--- config.mk ---
export PLATFORM = sky130hd
export DESIGN_NAME = lfsr_param_gen
export DESIGN_NICKNAME = d
export VERILOG_FILES = /design/src/rtl/lfsr_param_gen.sv
export SDC_FILE = /design/constraint.sdc
export NUM_CORES = 1
export LEC_CHECK = 0
export ABC_CLOCK_PERIOD_IN_PS = 4950
export CORE_ASPECT_RATIO = 1.25
export CORE_MARGIN = 2
export CORE_UTILIZATION = 50
export CTS_CLUSTER_DIAMETER = 100
export DETAILED_ROUTE_END_ITERATION = 10
export PLACE_DENSITY = 0.78
export SLEW_MARGIN = 20
export SYNTH_ARGS = -nofsm -noshare
export SYNTH_HDL_FRONTEND = slang
export SYNTH_SLANG_ARGS = --single-unit
--- constraint.sdc ---
create_clock -name i_Clk -period 4.95 [get_ports i_Clk]
set_clock_uncertainty 0.2 [all_clocks]
set_input_delay 1.485 -clock i_Clk [delete_from_list [all_inputs] [get_ports i_Clk]]
set_output_delay 1.485 -clock i_Clk [all_outputs]
set_load 0.03 [all_outputs]
--- src/rtl/lfsr_param_gen.sv ---
// lfsr_param_gen: run-time selectable Fibonacci/Galois LFSR with seed load, step count and period pulse
module lfsr_param_gen #(
  parameter int unsigned      WIDTH      = 16,
  parameter logic [WIDTH-1:0] FIB_TAPS   = 16'hD008,
  parameter logic [WIDTH-1:0] GAL_POLY   = 16'hA011,
  parameter logic [WIDTH-1:0] RESET_SEED = 16'h0001
) (
  input  logic             i_Clk,
  input  logic             i_Rst,
  input  logic             i_Enable,
  input  logic             i_Seed_Load,
  input  logic [WIDTH-1:0] i_Seed_Data,
  input  logic             i_Mode,
  output logic [WIDTH-1:0] o_LFSR_Data,
  output logic             o_LFSR_Done,
  output logic [WIDTH-1:0] o_Count,
  output logic             o_Seed_Fixed
);
  localparam logic [WIDTH-1:0] ONE = WIDTH'(1);

  if (WIDTH < 3 || WIDTH > 32) begin : g_chk_width
    $fatal(1, "lfsr_param_gen: WIDTH must be 3..32");
  end
  if (RESET_SEED == '0) begin : g_chk_seed
    $fatal(1, "lfsr_param_gen: RESET_SEED must be nonzero");
  end
  if (GAL_POLY[0] == 1'b0) begin : g_chk_gal
    $fatal(1, "lfsr_param_gen: GAL_POLY bit 0 must be set");
  end
  if (FIB_TAPS[WIDTH-1] == 1'b0) begin : g_chk_fib
    $fatal(1, "lfsr_param_gen: FIB_TAPS top bit must be set");
  end

  logic [WIDTH-1:0] state_q, state_d, start_q, start_d, count_q, count_d;
  logic [WIDTH-1:0] fib_next, gal_next, step_next, seed;
  logic             mode_q, mode_d, done_q, done_d, fixed_q, fixed_d, wrap, seed_zero;

  always_comb begin
    fib_next  = {state_q[WIDTH-2:0], ^(state_q & FIB_TAPS)};
    gal_next  = {state_q[WIDTH-2:0], 1'b0} ^ (state_q[WIDTH-1] ? GAL_POLY : '0);
    step_next = mode_q ? gal_next : fib_next;
    seed_zero = (i_Seed_Data == '0);
    seed      = seed_zero ? ONE : i_Seed_Data;
    wrap      = (step_next == start_q);
    state_d   = i_Seed_Load ? seed : i_Enable ? step_next : state_q;
    start_d   = i_Seed_Load ? seed : start_q;
    mode_d    = i_Seed_Load ? i_Mode : mode_q;
    fixed_d   = i_Seed_Load ? seed_zero : fixed_q;
    done_d    = !i_Seed_Load && i_Enable && wrap;
    // A completed period restarts the count so it always reads steps since the start value.
    count_d   = i_Seed_Load ? '0 : !i_Enable ? count_q : wrap ? '0 : count_q + ONE;
  end

  always_ff @(posedge i_Clk or negedge i_Rst) begin
    if (!i_Rst) begin
      state_q <= RESET_SEED;
      start_q <= RESET_SEED;
      count_q <= '0;
      mode_q  <= 1'b0;
      done_q  <= 1'b0;
      fixed_q <= 1'b0;
    end else begin
      state_q <= state_d;
      start_q <= start_d;
      count_q <= count_d;
      mode_q  <= mode_d;
      done_q  <= done_d;
      fixed_q <= fixed_d;
    end
  end

  assign o_LFSR_Data  = state_q;
  assign o_LFSR_Done  = done_q;
  assign o_Count      = count_q;
  assign o_Seed_Fixed = fixed_q;
endmodule

Word level (Yosys, flattened, before mapping). Index checks and enable logic that the tools add are counted.

Divide/modulo/power cells: 0. Shift-type cells: 0. Add/sub/neg operators: 1. Eq/ne operators: 1. Multipliers: 0. Muxes and demuxes: 8. $lt $le $gt $ge: 0. Reduce and logical (&&, ||, !) cells: 6. Bitwise gates (word level): 1.

Operators by type and width (count): $mux W16 (8); $add A16 B1 Y16 const B (1); $eq A16 B16 Y1 (1); $logic_not A16 Y1 (1); $reduce_xor A16 Y1 (1); $xor A16 B16 Y16 (1); $logic_and A1 B1 Y1 (2); $reduce_bool A2 Y1 (1); $logic_not A1 Y1 (1).

Bits in writable memories: 0. Memory bits (read-only): 0. Bits in registers: 51. Input port bits: 21. Memories: 0. Bits in latches: 0.

Logic depth before layout (Yosys ltp).
Depth after elaboration: 7. Depth in mapped cells: 9.

Least setup slack after synthesis. No wires, ideal clock.

Path kind: input to register. From: input i_Seed_Load. To: register count_q[10] (netlist: o_Count[10]). Stages on the path: 7. Required time: 4674 ps. Data arrival time: 2404 ps. Buffers on the path: 3. Slack: 2270 ps. Cells stage by stage: clkbuf_1 > nand2b_1 > a31oi_2 > buf_6 > buf_8 > nand4_1 > o21ai_1.

Word-level cells in the longest chain between the ends: 1. Elaborated cells between the ends (all ways): 2.

RTL lines: from (decl) (line 11) `input logic i_Seed_Load,`; $mux W16 or $reduce_bool A2 Y1 (tied branches); to (signal assigned) (line 65) `count_q <= count_d;`; to (decl) (line 34) `logic [WIDTH-1:0] state_q, state_d, start_q, start_d, count_q, count_d;`.

Parallel ways exist; a longest one is shown, timed or not. A chain may end at the register's enable or synchronous reset.

Worst setup path in the final report.
From: input i_Seed_Load. To: register count_q[8] (netlist: o_Count[8]).

The elaborated chain is that of the path after synthesis.

==> impl_metrics.csv <==
group,metric,value,unit
timing,fin_crit_sh,68.0,%
clock_network,cts_root_buf,"clkbuf_8",
timing,tightest_slew,1.01,ns
cells_and_area,final_design_area_no_fill,0.00331,mm²
clock_network,cts_made_buffers,5,
clock_network,clock_latency,0.30,ns
critical_path,path_cells,"clkdlybuf4s50_1 -> buf_4 -> nand2b_1 -> a31oi_2 -> buf_4 -> and3_1 -> a221o_1",
synthesis,postSynthAreaPerCell,9.78,µm²
timing,relSlewSlack,32.5,%
timing,slew_violations,0,
min_path,hold_depth,1,
critical_path,r2r_cells,7,
synthesis,synth.distinct_cells,43,
cells_and_area,synthToLayoutAreaGrowth,26.0,%
global_routing,antenna_found_initial,0,
floorplanning,core,0.00508,mm²
timing,setup_violations,0,
synthesis,synth-compound-area-share,15.1,%
placed_design,placed_area,0.00320,mm²
synthesis,syn_area,0.00263,mm²
synthesis,synth_top_family_by_area,"compound AO/OA/AOI/OAI gates",
cells_and_area,drive_gt1_share,6.88,%
floorplanning,dieArea,0.00586,mm²
clock_network,clkTransAtPathRegs,0.09,ns
cells_and_area,postLayoutCoreUtil,65.2,%
critical_path,crit_top_cell,"buf_4",
placed_design,hpwl,4170,µm
synthesis,synth_fa_ha_area_share,0.476,%
critical_path,reg2reg_slack,2.50,ns
critical_path,cpMaxStageDelayCell,"clkdlybuf4s50_1",
clock_network,cts-resized-gates,0,
synthesis,synth_xor_area_share,7.04,%
synthesis,synthMuxAreaShare,8.51,%
critical_path,critPathMaxStageDelay,0.49,ns
floorplanning,fp.dieH,85.1,µm
global_routing,track_usage,21.5,%
global_routing,grt_pass1_wl,9560,µm
detailed_routing,avgViaCountPerCell,5.52,
critical_path,end_kind,"register",
clock_network,post_cts_buffers,0,
cells_and_area,final_cell_mix,"clkdlybuf4s50_1 (53), dfrtp_1 (49), nand2_1 (29), o21ai_1 (24)",
critical_path,worst_r2r_startpoint,"o_LFSR_Data[14]",
timing,setup_tns,0,ns
timing,setup_ws,1.59,ns
timing,rsz0062_at_grt,"no",
detailed_routing,route.detailed.drc,0,
power,total_power,0.983,mW
cells_and_area,layout_commonest_cell,"clkdlybuf4s50_1",
timing,hold_viol,0,
synthesis,synth_seq_area_share,48.6,%
placed_design,place_congestion,0.762,
power,peakVddDrop,0.000177,V
floorplanning,start_util,51.8,%
min_path,min-delay-start,"o_Seed_Fixed",
global_routing,grt_pass1_vias,2060,
clock_network,cts.sinks,51,
critical_path,cp.required,4.94,ns
timing,fmax,297,MHz
synthesis,syn-num-nets,291,
detailed_routing,wl_per_cell,15.0,µm
floorplanning,floorplan.rows,29,
critical_path,reg2reg_to,"o_Count[3]",
global_routing,gr-total-overflow,0,
power,p_sw_share,28.1,%
synthesis,synth_cells,269,
detailed_routing,dr_total_vias,2107,
power,pwr-share-comb,20.7,%
min_path,min_path_type,"register to register",
cells_and_area,fin_nets,341,
clock_network,cts_tree,"yes",
placed_design,io_buffer_count,54,
detailed_routing,totalWireLength,5720,µm
synthesis,synth-seq-cells,51,
power,p_int,0.706,mW
clock_network,htree_levels,2,
placed_design,place_worst_setup_slack,1.27,ns
outcome,status,"completed",
floorplanning,die_x,68.9,µm
power,pwr-share-seq,48.9,%
detailed_routing,drtAntennaViolNets,0,
power,p_per_area,296,mW/mm²
detailed_routing,drtIter0Drc,140,
critical_path,worstPathArrival,3.35,ns
critical_path,path_class,"input port to register",
floorplanning,io-pin-count,55,
global_routing,grt_start_max_net_pins,52,
min_path,min_to,"o_Seed_Fixed",
clock_network,cts_hold_buf,0,
power,clkPwrFrac,30.4,%
cells_and_area,antennaDiodeCount,0,
critical_path,start_kind,"input port",
timing,min_period,3.36,ns
synthesis,ys_warn_count,0,
power,p_leak,1.45,nW
power,p_switching,0.276,mW
run,drv_cap,0,
critical_path,cp_max_fo,51,
detailed_routing,drtPass1Iterations,4,
clock_network,cts_buffer_depth,2,
synthesis,synthSimpleGateAreaFrac,14.4,%
through the flow:
stage / hold slack (ns) / std cells
final: 0.297 / 382
after global routing: 0.321 / 382
after CTS: 0.299 / 382
after detailed placement: 0.281 / 374
after global placement: 0.274 / 374
after floorplan: 0.260 / 269
cell families after synthesis:
logic type,count (synthesis)
AO/OA/AOI/OAI,67
buffers and inverters,36
flip-flops,51
adder cells (fa/ha/maj),1
XOR/XNOR,18
AND/OR/NAND/NOR,74
multiplexers,22
metal layers:
layer,GRT usage [%],routed length (µm),vias to the layer above
met5,0,0,-
met1,27.8,2460,1002
met4,5.53,31,0
met2,36.6,2920,66
li1,-,-,1035
met3,3.71,309,4
worst max path at each step:
stage	depth (start not counted)	startpoint	slack, ns	to
global placement	7	i_Seed_Load	1.30	o_Count[8]
global route	7	i_Seed_Load	1.47	o_Count[8]
CTS	7	i_Seed_Load	1.58	o_Count[8]
finish	7	i_Seed_Load	1.59	o_Count[8]
floorplan	7	i_Seed_Load	2.27	o_Count[10]
detailed placement	7	i_Seed_Load	1.27	o_Count[8]
critical path: cells and delay by family:
| kind | cells | cell delay [ns] |
|---|---|---|
| compound gates | 2 | 0.29 |
| simple gates | 2 | 0.40 |
| buf+inv | 3 | 1.16 |
flip-flops by register name, indices dropped and copies added (netlist names):
signal,cells
mode_q,1
o_Count,16
o_LFSR_Data,16
o_LFSR_Done,1
o_Seed_Fixed,1
start_q,16
cell type report:
cell class	instances	area, µm²
Fill cell	433	1770
Sequential cell	51	1280
Multi-Input combinational cell	182	1200
Timing Repair Buffer	58	566
Clock buffer	6	82.6
Inverter	21	78.8
Tap cell	62	77.6
Clock inverter	2	35.0
power by group through the flow:
stage / combinational (mW) / clock [mW] / sequential [mW]
6_report: 0.204 / 0.298 / 0.481
5_1_grt: 0.224 / 0.325 / 0.486
4_1_cts: 0.207 / 0.304 / 0.481
3_5_place_dp: 0.206 / 0 / 0.489
3_3_place_gp: 0.202 / 0 / 0.488
2_1_floorplan: 0.103 / 0 / 0.510
cell usage after synthesis (all sizes together):
| master | number | area share, % |
|---|---|---|
| o2111ai | 2 | 0.67 |
| buf | 6 | 1.7 |
| a31oi | 1 | 0.48 |
| a2111oi | 1 | 0.38 |
| and3 | 8 | 1.9 |
| nand3 | 14 | 3.0 |
| inv | 20 | 2.9 |
| a211o | 2 | 0.67 |
| a21o | 3 | 0.86 |
| mux2 | 3 | 1.3 |
| o21ai | 40 | 7.6 |
| nor4 | 4 | 0.95 |
| and4 | 1 | 0.33 |
| nor3 | 1 | 0.38 |
| xnor2 | 15 | 5.0 |
| nand2 | 29 | 4.1 |
| nor2 | 7 | 1.1 |
| clkinv | 1 | 0.14 |
| o2bb2ai | 1 | 0.33 |
| ha | 1 | 0.48 |
| a211oi | 1 | 0.29 |
| a221o | 1 | 0.38 |
| a21oi | 11 | 2.1 |
| xor2 | 1 | 0.33 |
| clkbuf | 9 | 1.3 |
| nand2b | 3 | 0.71 |
| nand4 | 3 | 0.71 |
| and2b | 1 | 0.29 |
| a22o | 4 | 1.3 |
| xnor3 | 2 | 1.7 |
| and2 | 1 | 0.24 |
| dfrtp | 49 | 47 |
| mux2i | 19 | 7.2 |
| dfstp | 2 | 2.0 |
| nand3b | 2 | 0.57 |
Power figures use the tool's default switching activity.
